`config.mk`:
```
export PLATFORM = sky130hd
export DESIGN_NAME = alu_writeback
export DESIGN_NICKNAME = d
export VERILOG_FILES = /design/src/rtl/alu_wb_pkg.sv /design/src/rtl/alu_wb_fifo.sv /design/src/rtl/alu_writeback.sv
export SDC_FILE = /design/constraint.sdc
export NUM_CORES = 1
export LEC_CHECK = 0
export CAP_MARGIN = 20
export CORE_MARGIN = 3
export CORE_UTILIZATION = 40
export CTS_CLUSTER_DIAMETER = 100
export DETAILED_ROUTE_END_ITERATION = 7
export RECOVER_POWER = 25
export SYNTH_ARGS = -nofsm -noshare
export SYNTH_HDL_FRONTEND = slang
export SYNTH_HIERARCHICAL = 1
export SYNTH_SLANG_ARGS = --single-unit
export TNS_END_PERCENT = 20
```
`constraint.sdc`:
```
create_clock -name CLK -period 5.7 [get_ports CLK]
set_clock_uncertainty 0.1 [all_clocks]
set_input_delay 1.14 -clock CLK [delete_from_list [all_inputs] [get_ports CLK]]
set_output_delay 1.14 -clock CLK [all_outputs]
set_load 0.02 [all_outputs]
```
`src/rtl/alu_wb_pkg.sv`:
```
// Shared types for the ALU writeback stage: data width and frame-tracking states.
package alu_wb_pkg;

    localparam int DATA_W = 32;

    typedef enum logic [1:0] {
        IDLE = 2'd0,
        W1   = 2'd1,
        W2   = 2'd2,
        DONE = 2'd3
    } frame_state_t;

endpackage

```
`src/rtl/alu_wb_fifo.sv`:
```
// Generic synchronous FIFO with asynchronous active-low reset.
// A push into a full FIFO is accepted only when a pop frees a slot in the same cycle.
module alu_wb_fifo #(
    parameter int DEPTH = 4,
    parameter int W     = 8
) (
    input  logic                   clk,
    input  logic                   rst_n,
    input  logic                   i_push,
    input  logic                   i_pop,
    input  logic [W-1:0]           i_data,
    output logic [$clog2(DEPTH):0] o_count,
    output logic [W-1:0]           o_head,
    output logic                   o_full
);

    localparam int PW = $clog2(DEPTH);
    localparam logic [PW-1:0] PTR_ONE  = PW'(1);
    localparam logic [PW:0]   CNT_ONE  = (PW+1)'(1);
    localparam logic [PW:0]   CNT_FULL = (PW+1)'(DEPTH);

    logic [W-1:0]  r_mem [DEPTH];
    logic [PW-1:0] r_wptr;
    logic [PW-1:0] r_rptr;
    logic [PW:0]   r_count;
    logic          w_push;
    logic          w_pop;
    logic          w_full;

    assign w_full  = (r_count == CNT_FULL);
    assign w_pop   = i_pop & (r_count != '0);
    assign w_push  = i_push & (~w_full | w_pop);
    assign o_count = r_count;
    assign o_head  = r_mem[r_rptr];
    assign o_full  = w_full;

    // Storage, pointers and occupancy; storage is cleared so the head reads zero after reset.
    always_ff @(posedge clk or negedge rst_n) begin
        if (!rst_n) begin
            for (int i = 0; i < DEPTH; i++) begin
                r_mem[i] <= '0;
            end
            r_wptr  <= '0;
            r_rptr  <= '0;
            r_count <= '0;
        end else begin
            if (w_push) begin
                r_mem[r_wptr] <= i_data;
                r_wptr        <= r_wptr + PTR_ONE;
            end
            if (w_pop) begin
                r_rptr <= r_rptr + PTR_ONE;
            end
            case ({w_push, w_pop})
                2'b10:   r_count <= r_count + CNT_ONE;
                2'b01:   r_count <= r_count - CNT_ONE;
                default: r_count <= r_count;
            endcase
        end
    end

endmodule

```
`src/rtl/alu_writeback.sv`:
```
// Frames the ALU DATA/VLD stream into tagged 32/64-bit records and queues them for writeback.
// Optional per-width push counters are enabled with the ALU_WB_STATS_EN macro.
module alu_writeback
    import alu_wb_pkg::*;
#(
    parameter int DEPTH = 4,
    parameter int TAG_W = 5
) (
    input  logic                   CLK,
    input  logic                   RST_N,
    input  logic                   ACT,
    input  logic                   RDY,
    input  logic [TAG_W-1:0]       TAG_IN,
    input  logic [DATA_W-1:0]      ALU_DATA,
    input  logic                   ALU_VLD,
    output logic                   WB_VLD,
    input  logic                   WB_RDY,
    output logic [TAG_W-1:0]       WB_TAG,
    output logic [DATA_W-1:0]      WB_LO,
    output logic [DATA_W-1:0]      WB_HI,
    output logic                   WB_WIDE,
    output logic                   FULL,
    output logic                   OVF,
    output logic                   FRAME_ERR,
`ifdef ALU_WB_STATS_EN
    output logic [15:0]            STAT_NARROW,
    output logic [15:0]            STAT_WIDE,
`endif
    output logic [$clog2(DEPTH):0] COUNT
);

    localparam int CW = $clog2(DEPTH) + 1;

    typedef struct packed {
        logic [TAG_W-1:0]  tag;
        logic [DATA_W-1:0] lo;
        logic [DATA_W-1:0] hi;
        logic              wide;
    } wb_entry_t;

    frame_state_t      r_state;
    logic [TAG_W-1:0]  r_cur_tag;
    logic [TAG_W-1:0]  r_frame_tag;
    logic [DATA_W-1:0] r_lo;
    logic [DATA_W-1:0] r_hi;
    logic              r_wide;
    logic              r_ovf;
    logic              r_frame_err;

    wb_entry_t         w_push_entry;
    wb_entry_t         w_head;
    logic              w_push;
    logic              w_pop;
    logic              w_fifo_full;
    logic              w_drop;
    logic              w_accept;
    logic [CW-1:0]     w_count;

    // Frame tracking: the tag is latched at the first word so a later issue cannot retag it.
    always_ff @(posedge CLK or negedge RST_N) begin
        if (!RST_N) begin
            r_state     <= IDLE;
            r_cur_tag   <= '0;
            r_frame_tag <= '0;
            r_lo        <= '0;
            r_hi        <= '0;
            r_wide      <= 1'b0;
            r_frame_err <= 1'b0;
        end else begin
            if (ACT && RDY) begin
                r_cur_tag <= TAG_IN;
            end
            case (r_state)
                IDLE, DONE: begin
                    if (ALU_VLD) begin
                        r_state     <= W1;
                        r_lo        <= ALU_DATA;
                        r_frame_tag <= r_cur_tag;
                    end else begin
                        r_state <= IDLE;
                    end
                end
                W1: begin
                    if (ALU_VLD) begin
                        r_state <= W2;
                        r_hi    <= ALU_DATA;
                    end else begin
                        r_state <= DONE;
                        r_hi    <= '0;
                        r_wide  <= 1'b0;
                    end
                end
                W2: begin
                    if (ALU_VLD) begin
                        r_frame_err <= 1'b1;
                    end else begin
                        r_state <= DONE;
                        r_wide  <= 1'b1;
                    end
                end
                default: r_state <= IDLE;
            endcase
        end
    end

    assign w_push_entry = '{tag: r_frame_tag, lo: r_lo, hi: r_hi, wide: r_wide};
    assign w_push       = (r_state == DONE);
    assign w_pop        = WB_VLD & WB_RDY;
    assign w_drop       = w_push & w_fifo_full & ~w_pop;
    assign w_accept     = w_push & ~w_drop;

    alu_wb_fifo #(
        .DEPTH (DEPTH),
        .W     ($bits(wb_entry_t))
    ) u_fifo (
        .clk     (CLK),
        .rst_n   (RST_N),
        .i_push  (w_push),
        .i_pop   (w_pop),
        .i_data  (w_push_entry),
        .o_count (w_count),
        .o_head  (w_head),
        .o_full  (w_fifo_full)
    );

    // Sticky overflow flag.
    always_ff @(posedge CLK or negedge RST_N) begin
        if (!RST_N) begin
            r_ovf <= 1'b0;
        end else if (w_drop) begin
            r_ovf <= 1'b1;
        end else begin
            r_ovf <= r_ovf;
        end
    end

`ifdef ALU_WB_STATS_EN
    logic [15:0] r_stat_narrow;
    logic [15:0] r_stat_wide;

    // Counts accepted records by width; wraps naturally at 16 bits.
    always_ff @(posedge CLK or negedge RST_N) begin
        if (!RST_N) begin
            r_stat_narrow <= 16'd0;
            r_stat_wide   <= 16'd0;
        end else if (w_accept) begin
            if (r_wide) begin
                r_stat_wide <= r_stat_wide + 16'd1;
            end else begin
                r_stat_narrow <= r_stat_narrow + 16'd1;
            end
        end else begin
            r_stat_narrow <= r_stat_narrow;
            r_stat_wide   <= r_stat_wide;
        end
    end

    assign STAT_NARROW = r_stat_narrow;
    assign STAT_WIDE   = r_stat_wide;
`endif

    // One slot stays reserved for the single operation that may be in flight in the ALU.
    assign COUNT     = w_count;
    assign WB_VLD    = (w_count != '0);
    assign FULL      = (w_count >= CW'(DEPTH - 1));
    assign OVF       = r_ovf;
    assign FRAME_ERR = r_frame_err;
    assign WB_TAG    = w_head.tag;
    assign WB_LO     = w_head.lo;
    assign WB_HI     = w_head.hi;
    assign WB_WIDE   = w_head.wide;

endmodule

```
Yosys cells after proc, flatten, opt, wreduce, memory -nomap -nowiden:

Index checks and enable logic that the tools add are counted.

* $add $sub $neg: 4
* multipliers: 0
* div/mod/pow operators: 0
* magnitude comparators: 4
* eq/ne operators: 8
* shifts and indexed selects: 0
* muxes and demuxes: 15
* bitwise operators: 10
* reductions and logical operators: 10

Operators with widths (number)
* bitwise mux 280 bit: 1
* two-way mux 70 bit: 3
* binary-select mux 70 bit (select 2 bit): 1
* demux 70 bit (select 2 bit): 1
* two-way mux 32 bit: 1
* equality test 2 bit (second input constant): 3
* >= comparator 3 bit (second input constant): 2
* NOT 2 -> 3 bit: 2
* one-hot mux 2 bit (3 select lines): 1
* one-hot mux 3 bit (2 select lines): 1
* AND 1 bit: 5
* adder 2 x 1 -> 2 bit (second input constant): 2
* equality test 2 x 1 -> 1 bit (second input constant): 2
* two-way mux 1 bit: 4
* inequality test 2 bit (second input constant): 2
* AND reduction 2 bit: 2
* nonzero test 2 bit: 2
* adder 3 x 1 -> 3 bit (second input constant): 1
* equality test 3 bit (second input constant): 1
* >= comparator 3 x 2 -> 1 bit (second input constant): 1
* less-than comparator 3 x 1 -> 1 bit (second input constant): 1
* AND reduction 3 bit: 1
* nonzero test 3 bit: 1
* subtractor 3 x 1 -> 3 bit (second input constant): 1
* other kinds (7): 9

* flip-flop bits (word level): 366
* latch bits: 0
* memory bits (writable): 0
* ROM bits: 0
* bits of input ports: 43
* output and inout port bits: 77
* logic and storage cells: 66
* memories: 0

Logic depth before layout (Yosys ltp):

* depth after elaboration: 7
* gate-level depth with buffers: 10
* gate-level depth less buffers: 10

Hierarchy:

Netlist, hierarchy kept.

By module, submodules not included
* alu_wb_fifo: times used 1, cells an instance 714, area an instance 12564.6 um^2, seq. area each 7181.9 um^2
* alu_writeback: times used 1, cells an instance 257, area an instance 3151.8 um^2, seq. area each 1976.9 um^2

Worst setup path before layout:

Ideal clock, no wire load.

* path type: input port to flip-flop
* start: input port WB_RDY
* end: register u_fifo.r_count[2] (netlist: u_fifo/o_count[2])
* setup time: 80 ps
* arrival time: 2855 ps
* required time: 5520 ps
* setup slack: 2665 ps
* stages on the path: 9
* buffers on the path: 0
* cells stage by stage: and2_1 nor4b_4 nand2b_1 ha_1 inv_1 fa_1 xor2_1 nor2_1 xor2_1

* cells in the longest elaborated chain, start to end: 6
* elaborated cells between the ends (all ways): 8
* those cells by class: 2 x eq/ne; 1 x mux; 4 x bitwise; 1 x reduce/logical

Ends and longest elaborated chain
* start: declaration: RTL line alu_writeback.sv:17 `input logic WB_RDY,`
* AND 1 bit (*): RTL line alu_writeback.sv:108 `assign w_pop = WB_VLD & WB_RDY;`
* AND 1 bit (*): RTL line alu_wb_fifo.sv:31 `assign w_pop = i_pop & (r_count != '0);`
* OR 1 bit: RTL line alu_wb_fifo.sv:32 `assign w_push = i_push & (~w_full | w_pop);`
* AND 1 bit: RTL line alu_wb_fifo.sv:32
* equality test 2 x 1 -> 1 bit or equality test 2 bit (tied branches): RTL line alu_wb_fifo.sv:54 `case ({w_push, w_pop})`
* one-hot mux 3 bit (2 select lines) or nonzero test 2 bit (tied branches)
* end signal: assignment: RTL line alu_wb_fifo.sv:55 `2'b10: r_count <= r_count + CNT_ONE;`
* end signal: assignment: RTL line alu_wb_fifo.sv:56 `2'b01: r_count <= r_count - CNT_ONE;`
* end signal: assignment: RTL line alu_wb_fifo.sv:57 `default: r_count <= r_count;`
* end: declaration: RTL line alu_wb_fifo.sv:25 `logic [PW:0] r_count;`

Every way passes the cells marked *; elsewhere a longest branch is shown, timed or not.
A chain may end at the register's enable or synchronous reset.

==> results.sh <==
export IMPL_p_per_area_nw_per_um2=662
export IMPL_ys_dominant_reg_cell="dfrtp_1"
export IMPL_critical_path_top_delay_family="buffers and inverters"
export IMPL_crit_required_ns=5.97
export IMPL_power_frac_clock=0.219
export IMPL_final_cells=1631
export IMPL_detail_route_first_pass_iterations=4
export IMPL_rsz0062_at_grt="no"
export IMPL_ant_nets=0
export IMPL_h_tree_depth=2
export IMPL_yosysSeqAreaShare=0.583
export IMPL_num_io_pins=120
export IMPL_regArea_um2=9170
export IMPL_finalHoldViolCount=0
export IMPL_wl_mm=33.5
export IMPL_async_flop_share=1.00
export IMPL_min_path_type="reg2reg"
export IMPL_seqPwrFrac=0.387
export IMPL_cts_sinks=366
export IMPL_slew_headroom=-0.656
export IMPL_hpwl_mm=20.3
export IMPL_syn_nets=1025
export IMPL_max_stage_delay_ns=1.72
export IMPL_status="finished with violations"
export IMPL_reg2reg_setup_slack_ns=2.53
export IMPL_grtUsageTotal=0.166
export IMPL_drt_vias_per_instance=5.14
export IMPL_initial_core_util=0.411
export IMPL_n_antenna_cell=0
export IMPL_multiInputGateArea_um2=5960
export IMPL_syn_to_final_growth_pct=18.8
export IMPL_crit_slowest_cell="clkbuf_2"
export IMPL_cp_num_buf_inv=2
export IMPL_crit_path_start_kind="input port"
export IMPL_tritoncts="built"
export IMPL_dp_cells=1558
export IMPL_antenna_found_initial=0
export IMPL_portBuffers=119
export IMPL_postCtsHoldBufs=0
export IMPL_setup_viol=0
export IMPL_p_switching_uw=4050
export IMPL_netlist_instances=971
export IMPL_drc=0
export IMPL_nets=1143
export IMPL_cts_buffers=40
export IMPL_failed_checks="capacitance limit, slew limit"
export IMPL_finalCritPeriodShare=0.738
export IMPL_via_count=8384
export IMPL_grt_start_max_net_pins=112
export IMPL_power_uw=12400
export IMPL_p_int_uw=8300
export IMPL_worstSetupPathType="in2async"
export IMPL_cp_end_kind="asynchronous set/reset pin"
export IMPL_overflow=0
export IMPL_crit_fanout=111
export IMPL_synth_top_area_cell="dfrtp_1"
export IMPL_fp_row_count=71
export IMPL_p_sw_frac=0.328
export IMPL_yosys_area_top_type_share=0.583
export IMPL_worst_slew_pin_transition_ns=2.48
export IMPL_place_congestion=0.716
export IMPL_die_h_um=204
export IMPL_tns_ns=0
export IMPL_ys_top_cells_by_count="366 x dfrtp_1, 294 x mux2_2, 70 x mux4_2, 40 x inv_1, 33 x o21ai_0"
export IMPL_clkTransAtPathRegs_ns=0.06
export IMPL_timing_fmax_mhz=238
export IMPL_grt_pass1_wl_mm=54.3
export IMPL_final_max_slew_violation_count=213
export IMPL_yosysMostFrequentCell="dfrtp_1"
export IMPL_maxCapViolations=2
export IMPL_clock_path_buffers=3
export IMPL_die_area_um2=41700
export IMPL_fp_coreArea_um2=38200
export IMPL_power_frac_comb=0.394
export IMPL_wire_per_inst_um=20.5
export IMPL_crit_chain="clkbuf_2, clkbuf_4"
export IMPL_yosysWarnings=6
export IMPL_cts_setup_buffers=0
export IMPL_peakVddDrop_mv=0.279
export IMPL_ys_ff_latch=366
export IMPL_clk_latency_ns=0.52
export IMPL_clock_root_buffer="clkbuf_16"
export IMPL_synthTopCellsByArea="dfrtp_1 58%, mux2_2 21%, mux4_2 10%"
export IMPL_cp_arrival_ns=4.47
export IMPL_fin_crit_ns=4.21
export IMPL_leakage_uw=0.00799
export IMPL_drt_iter0_markers=410
export IMPL_die_x_um=204
export IMPL_grt_pass1_vias=9157
export IMPL_syn_area_um2=15700
export IMPL_postSynthAreaPerCell_um2=16.2
export IMPL_nFillCells=3303
export IMPL_final_layout_size_suffix_gt1_frac=0.405
export IMPL_cts_resized=0
export IMPL_synth_edf_count=0
export IMPL_yosys_cell_types_count=32
## power groups by stage
stage | combinational [uW] | clock [uW] | sequential (uW)
global placement | 4890 | 0 | 4790
finish | 4870 | 2710 | 4780
detailed placement | 4960 | 0 | 4820
global route | 5230 | 2900 | 4980
CTS | 4980 | 2790 | 4780
floorplan | 3520 | 0 | 4400
## metrics by stage
| stage | utilization | setup WS (ns) | area [um2] | hold slack (ns) |
|---|---|---|---|---|
| floorplan | - | 2.67 | 15700 | 0.352 |
| global placement | 0.453 | 1.95 | 17300 | 0.363 |
| detailed placement | 0.453 | 1.92 | 17300 | 0.367 |
| CTS | 0.489 | 1.41 | 18700 | 0.379 |
| global route | 0.489 | 0.765 | 18700 | 0.410 |
| finish | 0.489 | 1.49 | 18700 | 0.373 |
## sequential cells by signal, indices dropped and copies added (netlist names)
name	flops
r_frame_tag	5
r_cur_tag	5
r_lo	32
u_fifo/r_mem	280
OVF	1
u_fifo/r_rptr	2
r_hi	32
r_wide	1
r_state	2
u_fifo/r_wptr	2
FRAME_ERR	1
u_fifo/o_count	3
## final cells by class
| class | count | share of cell area |
|---|---|---|
| Inverter | 40 | 0.00804 |
| Clock buffer | 59 | 0.0639 |
| Multi-Input combinational cell | 507 | 0.319 |
| Timing Repair Buffer | 134 | 0.0724 |
| Tap cell | 511 | 0.0342 |
| Sequential cell | 366 | 0.491 |
| Clock inverter | 14 | 0.0110 |
## metal layers
metal / wire (um) / GRT usage / up-vias
met5: 0 / 0 / -
met4: 466 / 0.0342 / 0
met3: 1140 / 0.0263 / 31
met2: 15800 / 0.262 / 123
met1: 16100 / 0.244 / 4469
li1: - / - / 3761
## cells in the final DEF (no fill, tap or decap), drive strengths merged, types with 2 or more instances in the layout
cell / count
xor2: 3
nand2: 9
clkbuf: 62
bufinv: 5
nand2b: 2
clkinv: 6
ha: 10
mux2: 324
buf: 14
nor2: 9
nand3: 32
mux4: 70
dfrtp: 366
o21ai: 33
dlygate4sd3: 2
clkdlybuf4s50: 115
inv: 42
xnor2: 3
## final timing paths
path	startpoint	endpoint	depth (start not counted)
max	RST_N	u_fifo/r_mem[70]	2
min	r_cur_tag[3]	r_frame_tag[3]	1
min in group asynchronous	RST_N	r_cur_tag[1]	1
max reg2reg	u_fifo/o_count[0]	u_fifo/o_count[2]	10
min reg2reg	r_cur_tag[3]	r_frame_tag[3]	1
max in group CLK	u_fifo/r_rptr[0]	WB_LO[24]	3
## cell families after synthesis
| group | Yosys count | share of synthesized area |
|---|---|---|
| compound gates | 38 | 0.0129 |
| mux | 395 | 0.333 |
| buf+inv | 98 | 0.0392 |
| fa+ha+maj | 11 | 0.00923 |
| simple gates | 57 | 0.0194 |
| xor+xnor | 6 | 0.00334 |
| flops | 366 | 0.583 |
(Power assumes the default switching activity.)
